--- src/rtl/pwm_ramp_sequencer.sv ---
// Ramp sequencer driving the PWM duty input: steps from a start level to an end level
// with a programmable dwell per level, once or as a continuous triangle.
module pwm_ramp_sequencer #(
  parameter int DUTY_W = 8,
  parameter int HOLD_W = 16
) (
  input  logic              clk,
  input  logic              rst,
  input  logic              cfg_valid,
  output logic              cfg_ready,
  input  logic [DUTY_W-1:0] cfg_start,
  input  logic [DUTY_W-1:0] cfg_end,
  input  logic [DUTY_W-1:0] cfg_step,
  input  logic [HOLD_W-1:0] cfg_hold,
  input  logic              cfg_loop,
  input  logic              pause,
  input  logic              abort,
  output logic [DUTY_W-1:0] duty_out,
  output logic              busy,
  output logic              done
);

  typedef enum logic {IDLE, RUN} state_t;

  state_t            state;
  logic [DUTY_W-1:0] target;
  logic [DUTY_W-1:0] lat_start;
  logic [DUTY_W-1:0] lat_end;
  logic [DUTY_W-1:0] lat_step;
  logic [HOLD_W-1:0] lat_hold;
  logic              lat_loop;
  logic              dir_up;
  logic [HOLD_W-1:0] dwell;

  logic [DUTY_W-1:0] swap_target;
  logic [DUTY_W-1:0] next_same;
  logic [DUTY_W-1:0] next_swap;

  // Saturating step toward tgt, computed one bit wider so it can neither wrap nor overshoot.
  function automatic logic [DUTY_W-1:0] step_toward(
    input logic [DUTY_W-1:0] cur,
    input logic [DUTY_W-1:0] tgt,
    input logic [DUTY_W-1:0] stp,
    input logic              up
  );
    logic [DUTY_W:0] s;
    logic [DUTY_W:0] sum;
    logic [DUTY_W:0] thr;
    s   = (stp == '0) ? (DUTY_W+1)'(1) : {1'b0, stp};
    sum = {1'b0, cur} + s;
    thr = {1'b0, tgt} + s;
    if (up)
      return (sum > {1'b0, tgt}) ? tgt : sum[DUTY_W-1:0];
    else
      return ({1'b0, cur} < thr) ? tgt : cur - s[DUTY_W-1:0];
  endfunction

  assign cfg_ready = (state == IDLE) && !abort;

  always_comb begin
    swap_target = (target == lat_end) ? lat_start : lat_end;
    next_same   = step_toward(duty_out, target, lat_step, dir_up);
    next_swap   = step_toward(duty_out, swap_target, lat_step, !dir_up);
  end

  always_ff @(posedge clk) begin
    if (rst) begin
      state     <= IDLE;
      target    <= '0;
      lat_start <= '0;
      lat_end   <= '0;
      lat_step  <= '0;
      lat_hold  <= '0;
      lat_loop  <= 1'b0;
      dir_up    <= 1'b0;
      dwell     <= '0;
      duty_out  <= '0;
      busy      <= 1'b0;
      done      <= 1'b0;
    end else begin
      done <= 1'b0;
      unique case (state)
        IDLE: begin
          if (cfg_valid && cfg_ready) begin
            lat_start <= cfg_start;
            lat_end   <= cfg_end;
            lat_step  <= cfg_step;
            lat_hold  <= cfg_hold;
            lat_loop  <= cfg_loop;
            target    <= cfg_end;
            dir_up    <= (cfg_end >= cfg_start);
            duty_out  <= cfg_start;
            dwell     <= cfg_hold;
            state     <= RUN;
            busy      <= 1'b1;
          end
        end
        RUN: begin
          if (abort) begin
            state <= IDLE;
            busy  <= 1'b0;
          end else if (!pause) begin
            if (dwell != '0) begin
              dwell <= dwell - 1'b1;
            end else if (duty_out != target) begin
              duty_out <= next_same;
              dwell    <= lat_hold;
            end else if (!lat_loop) begin
              state <= IDLE;
              busy  <= 1'b0;
              done  <= 1'b1;
            end else begin
              // Endpoint reached in triangle mode: turn around and take the first step in one edge.
              target   <= swap_target;
              dir_up   <= !dir_up;
              duty_out <= next_swap;
              dwell    <= lat_hold;
            end
          end
        end
        default: state <= IDLE;
      endcase
    end
  end

endmodule
--- config.mk ---
export PLATFORM = sky130hd
export DESIGN_NAME = pwm_ramp_sequencer
export DESIGN_NICKNAME = d
export VERILOG_FILES = /design/src/rtl/pwm_ramp_sequencer.sv
export SDC_FILE = /design/constraint.sdc
export NUM_CORES = 1
export LEC_CHECK = 0
export BUFFER_PORTS_ARGS = -buffer_cell sky130_fd_sc_hd__clkbuf_2
export CAP_MARGIN = 15
export CELL_PAD_IN_SITES_DETAIL_PLACEMENT = 0
export CELL_PAD_IN_SITES_GLOBAL_PLACEMENT = 2
export CORE_UTILIZATION = 36
export CTS_CLUSTER_SIZE = 14
export DETAILED_ROUTE_END_ITERATION = 6
export PLACE_DENSITY = 0.88
export SLEW_MARGIN = 5
export SYNTH_ARGS = -nofsm -noshare
export SYNTH_HDL_FRONTEND = slang
export SYNTH_SLANG_ARGS = --single-unit
--- constraint.sdc ---
create_clock -name clk -period 7.1 [get_ports clk]
set_input_delay 0.355 -clock clk [delete_from_list [all_inputs] [get_ports clk]]
set_output_delay 0.355 -clock clk [all_outputs]
set_load 0.05 [all_outputs]
* Yosys cells after proc, flatten, opt, wreduce, memory -nomap -nowiden
Cells that the tools add are included.
** Storage, ports and cells
- Register bits after elaboration :: 77
- Bits in latches :: 0
- RAM bits :: 0
- Memory bits (read-only) :: 0
- Bits of input ports :: 46
- Output and inout bits :: 11
- Logic and storage cells :: 100
- Memories :: 0
** Operators by class
- $add $sub $neg :: 5
- Multipliers :: 0
- Divide/modulo/power cells :: 0
- Magnitude comparators :: 5
- Equality and inequality tests :: 14
- Shifts and indexed selects :: 0
- Muxes and demuxes :: 51
- Bitwise gates (word level) :: 1
- Reductions and logical operators :: 12
** Operators by type and width (number)
- $mux 8 :: 20
- $mux 16 :: 6
- $pmux 16 s2 :: 1
- $pmux 8 s2 :: 2
- $mux 1 :: 19
- $add 8x8->9 :: 2
- $gt 9x8->1 :: 2
- $lt 8x9->1 :: 2
- $reduce_bool 16->1 :: 1
- $sub 16x1->16 const B :: 1
- $ne 3x3->1 const B :: 4
- $reduce_and 5->1 :: 2
- $add 8x9->9 :: 1
- $eq 8x8->1 :: 1
- $ge 8x8->1 :: 1
- $logic_not 8->1 :: 1
- $ne 2x2->1 const B :: 4
- $ne 8x8->1 :: 1
- $sub 8x8->8 :: 1
- $pmux 1 s2 :: 3
- $reduce_and 6->1 :: 1
- $reduce_or 6->1 :: 1
- $ne 2x1->1 const B :: 2
- $ne 4x1->1 const B :: 1
- 6 further kinds :: 8

* Longest topological paths before layout
- Depth after elaboration :: 12
- Depth in mapped cells :: 26
- Depth with buffers taken out :: 24

* Worst setup path before layout
Ideal clock, no wire load.
- Kind :: reg-to-reg
- From :: reg target[1]
- To :: reg duty_out[7]
- Setup time :: 0.084 ns
- Arrival time :: 5.041 ns
- Data required time :: 7.016 ns
- Slack :: 1.975 ns
- Cell stages (with the launch flop) :: 24
- Path buffers :: 1
- Clock period less this slack :: 5.125 ns
- Cell sequence :: dfxtp_1 > xnor2_1 > nand4_1 > nor2_1 > mux2i_1 > inv_1 > ha_1 > a21o_1 > a21o_1 > maj3_1 > a21oi_1 > o21ai_0 > xnor2_1 > ha_1 > o21ai_0 > a221oi_1 > o21ai_0 > a31o_2 > a41o_1 > clkbuf_1 > mux2i_1 > a221oi_2 > a21oi_1 > o31ai_2
** On the way
- Cells in the longest elaborated chain, start to end :: 12
** RTL lines
- start: declaration :: RTL line 26 : logic [DUTY_W-1:0] target;
- start signal: assignment :: RTL line 90 : target <= cfg_end;
- start signal: assignment :: RTL line 114 : target <= swap_target;
- $eq 8x8->1 :: RTL line 61 : swap_target = (target == lat_end) ? lat_start : lat_end;
- $mux 8 :: RTL line 61
- $add 8x8->9 :: RTL line 51 : thr = {1'b0, tgt} + s;
- $lt 8x9->1 :: RTL line 55 : return ({1'b0, cur} < thr) ? tgt : cur - s[DUTY_W-1:0];
- $mux 8 :: RTL line 55
- $mux 8 :: RTL line 52 : if (up)
- $mux 8 :: RTL line 108 : end else if (!lat_loop) begin
- $mux 8 :: RTL line 105 : end else if (duty_out != target) begin
- $mux 8 :: RTL line 103 : if (dwell != '0) begin
- $mux 8 :: RTL line 102 : end else if (!pause) begin
- $mux 8 :: RTL line 99 : if (abort) begin
- $pmux 8 s2 :: RTL line 82 : unique case (state)
- end signal: assignment :: RTL line 92 : duty_out <= cfg_start;
- end signal: assignment :: RTL line 106 : duty_out <= next_same;
- end signal: assignment :: RTL line 116 : duty_out <= next_swap;
- end: declaration :: RTL line 18 : output logic [DUTY_W-1:0] duty_out,
Several ways; a longest one is shown, not always the timed one. The select of a mux whose other input is x is not followed.
A chain may end at the register's enable or synchronous reset.

* Worst setup path after layout
- From :: reg target[1]
- To :: reg duty_out[4]
The elaborated chain is that of the path after synthesis.

==> out/results.ini <==
[run_status]
status=complete, no violations

[timing]
fin_setup_tns_ns=0
rsz0062_at_grt=false
worst_pin_slew_ns=0.985
max_freq_mhz=174
setup_viol=0
hold_violations=0
fin_crit_ns=5.73
finalClockSkew_ns=0.0112
slew_headroom=0.341
maxSlewViolCount=0
period_share=0.807

[grt]
use_met1=0.278
antenna_found_initial=0
grt.busiest_layer=met2
grt_util_met3=0.0447
grt_use_total=0.216
grt_max_degree=79
gr-total-overflow=0
grtUsageMet2=0.369
grt_pass1_vias=5668
grt_pass1_wl_microns=30500

[drt]
post_drt_via_cell_ratio=5.44
vias=6018
ant_nets=0
drc=0
wl_microns=19300
wire_per_inst_microns=17.4
drt-pass1-iter-count=5
drtIter0Drc=346

[clocking]
cts_tree=built
clkLatencyLatePin_ns=0.34
cts-htree-levels=3
hold_buffers=0
numCtsBuffers=9
post_cts_buffers=0
path_clk_slew_ns=0.06
clockRootBuffer=clkbuf_16
cts_resized=0
cts_num_sinks=77
cts_buffer_depth=2

[yosys]
yosysSeqAreaShare=0.237
syn_avg_cell_area_sq_um=7.65
yosysWarnings=0
synth_cell_types=77
syn_area_sq_mm=0.00651
yosys.area.top_type=dfxtp_1
ys_seq_elements=77
yosysTopAreaCellShare=0.237
syn_nets=969
async_flop_share=0
synth_enable_flop_cells=0
ys_top_cells_by_area=dfxtp_1 (24%), ha_1 (13%), nand2_1 (7.3%), a21oi_1 (6.5%), xnor2_1 (5.0%)
synth_top_flop_cell=dfxtp_1
synthCells=850

[power_and_ir_drop]
comb_power_share=0.383
pwr-share-clk=0.304
internal_power_w=0.000985
pwr-share-seq=0.313
p_per_area_mw_per_mm2=218
p_sw_w=0.000593
p_sw_frac=0.376
ir_worst_vdd_mv=0.140
leakage_nw=3.06

[critical_path]
worstReg2RegStart=target[1]$_SDFFE_PP0P_
crit_fanout=8
reg2reg_depth=22
worstSetupStartpointType=flop
timing.rr.end=duty_out[4]$_SDFFE_PP0P_
crit_path_end=duty_out[4]$_SDFFE_PP0P_
reg2reg_slack_ns=1.37
worstPathRequired_ns=7.34
startpoint=target[1]$_SDFFE_PP0P_
crit_type=flop to flop
critical_path.endpoint_type=flop
timing.critical_path.arrival_ns=5.97

[final_layout]
layout-drive-gt1-share=0.126
final_util=0.414
area_growth_pct=11.3
multi_input_area_sq_mm=0.00456
nNetsFinal=996
fillers=1857
regArea_sq_mm=0.00154
antenna_cells=0

[die]
num_io_pins=57
core_area_sq_mm=0.0175
die_x_microns=136
die_h_microns=136
die_area_sq_mm=0.0186
start_util=0.372
rows=48

[placement]
gp_congestion=0.875
portBuffers=56
dpl.hpwl_microns=14600

[run]
cap_violations=0

[hold_path]
hold_path.class=primary input to flop
holdPathStages=3

## cell usage after synthesis (4+ instances only)
cell type,count
nand2_1,127
a21o_1,11
nand4_1,7
o22ai_1,7
a211oi_1,24
nor2b_1,11
o21a_1,8
o221ai_1,5
nor2_1,71
nand2b_1,7
clkbuf_1,39
a21boi_0,5
nor4_1,8
inv_1,57
mux2i_1,25
fa_1,4
nand3_1,9
mux2_2,5
xnor2_1,37
a31oi_1,4
dfxtp_1,77
xor2_1,18
a21oi_1,84
nor3_1,13
o21ai_0,38
ha_1,69
## registers in the layout, indices dropped and copies added (netlist names)
register / count
lat_loop: 1
lat_step: 8
lat_end: 8
dwell: 16
target: 8
done: 1
busy: 1
dir_up: 1
duty_out: 8
state: 1
lat_hold: 16
lat_start: 8
## worst max-delay path, stage by stage (launching register included)
cell,delay (ns)
dfxtp_1,0.54
xnor2_1,0.21
nand4_1,0.16
nor2_1,0.11
buf_4,0.19
mux2i_1,0.56
inv_1,0.11
ha_1,0.30
a21o_1,0.18
a21o_1,0.21
maj3_1,0.37
a21oi_1,0.32
o21ai_0,0.18
xnor2_1,0.15
ha_1,0.26
o21ai_0,0.07
a221oi_1,0.23
o21ai_0,0.12
a31o_2,0.22
a41o_1,0.32
o21ai_0,0.44
nor3_1,0.09
o32ai_1,0.28
## cell type report
class / instances / area share
Multi-Input combinational cell: 669 / 0.630
Timing Repair Buffer: 62 / 0.0449
Inverter: 58 / 0.0301
Clock buffer: 10 / 0.0330
Tap cell: 225 / 0.0389
Clock inverter: 6 / 0.00968
Sequential cell: 77 / 0.213
## kinds of logic (layout without fill, tap and decap cells)
logic type	after synthesis	after routing	share of synthesized area
buffers and inverters	104	136	0.0635
DFF	77	77	0.237
xor gates and xnor gates	55	55	0.0740
AOI/OAI and AO/OA	230	230	0.232
adders and majority gates	75	75	0.148
muxes	30	30	0.0471
and+or+nand+nor	279	279	0.198
## stage by stage
step / instances / power (W) / worst slack, ns / hold slack (ns) / area [sq um]
6_report: 1107 / 0.00158 / 1.37 / 0.232 / 7240
5_1_grt: 1107 / 0.00168 / 0.957 / 0.225 / 7240
4_1_cts: 1107 / 0.00159 / 1.40 / 0.222 / 7240
3_5_place_dp: 1091 / 0.00110 / 1.42 / 0.448 / 6930
3_3_place_gp: 1091 / 0.00110 / 1.53 / 0.443 / 6930
2_1_floorplan: 850 / 0.000945 / 1.97 / 0.433 / 6510
## worst min-delay path by stage
stage / startpoint / to / slack [ns]
3_5_place_dp: lat_hold[4]$_SDFFE_PP0P_ / lat_hold[4]$_SDFFE_PP0P_ / 0.45
4_1_cts: cfg_step[3] / lat_step[3]$_SDFFE_PP0P_ / 0.22
2_1_floorplan: lat_start[4]$_SDFFE_PP0P_ / lat_start[4]$_SDFFE_PP0P_ / 0.43
3_3_place_gp: lat_hold[4]$_SDFFE_PP0P_ / lat_hold[4]$_SDFFE_PP0P_ / 0.44
5_1_grt: cfg_step[3] / lat_step[3]$_SDFFE_PP0P_ / 0.23
6_report: cfg_step[3] / lat_step[3]$_SDFFE_PP0P_ / 0.23
## placed cells by master, fill, tap and decap left out, types with 3 or more instances in the layout
cell        instances
nand2_1           126
a21oi_1            84
dfxtp_1            76
nor2_1             71
ha_1               69
inv_1              57
clkbuf_2           56
o21ai_0            38
xnor2_1            37
mux2i_1            25
a211oi_1           24
xor2_1             18
nor3_1             13
a21o_1             11
nor2b_1            11
nand3_1             9
clkbuf_16           9
nor4_1              8
o21a_1              8
nand4_1             7
nand2b_1            7
o22ai_1             7
buf_4               6
mux2_2              5
a21boi_0            5
o221ai_1            5
a31oi_1             4
fa_1                4
or2_2               3
o21bai_1            3
a31o_2              3
o31ai_1             3
o211ai_1            3
nand3b_1            3
o32ai_1             3
clkinvlp_4          3
## layer usage
metal / share of wire / vias up
met2: 0.49 / 140
met1: 0.45 / 2825
met4: 0.014 / 0
li1: - / 3034
met3: 0.047 / 19
met5: 0 / -
## power by group through the flow
stage	Clock, W	Combinational [W]	Sequential, W
2_1_floorplan	0	0.000443	0.000502
3_3_place_gp	0	0.000599	0.000503
3_5_place_dp	0	0.000596	0.000504
4_1_cts	0.000494	0.000600	0.000494
5_1_grt	0.000511	0.000671	0.000498
6_report	0.000479	0.000605	0.000494
Power figures use the tool's default switching activity.
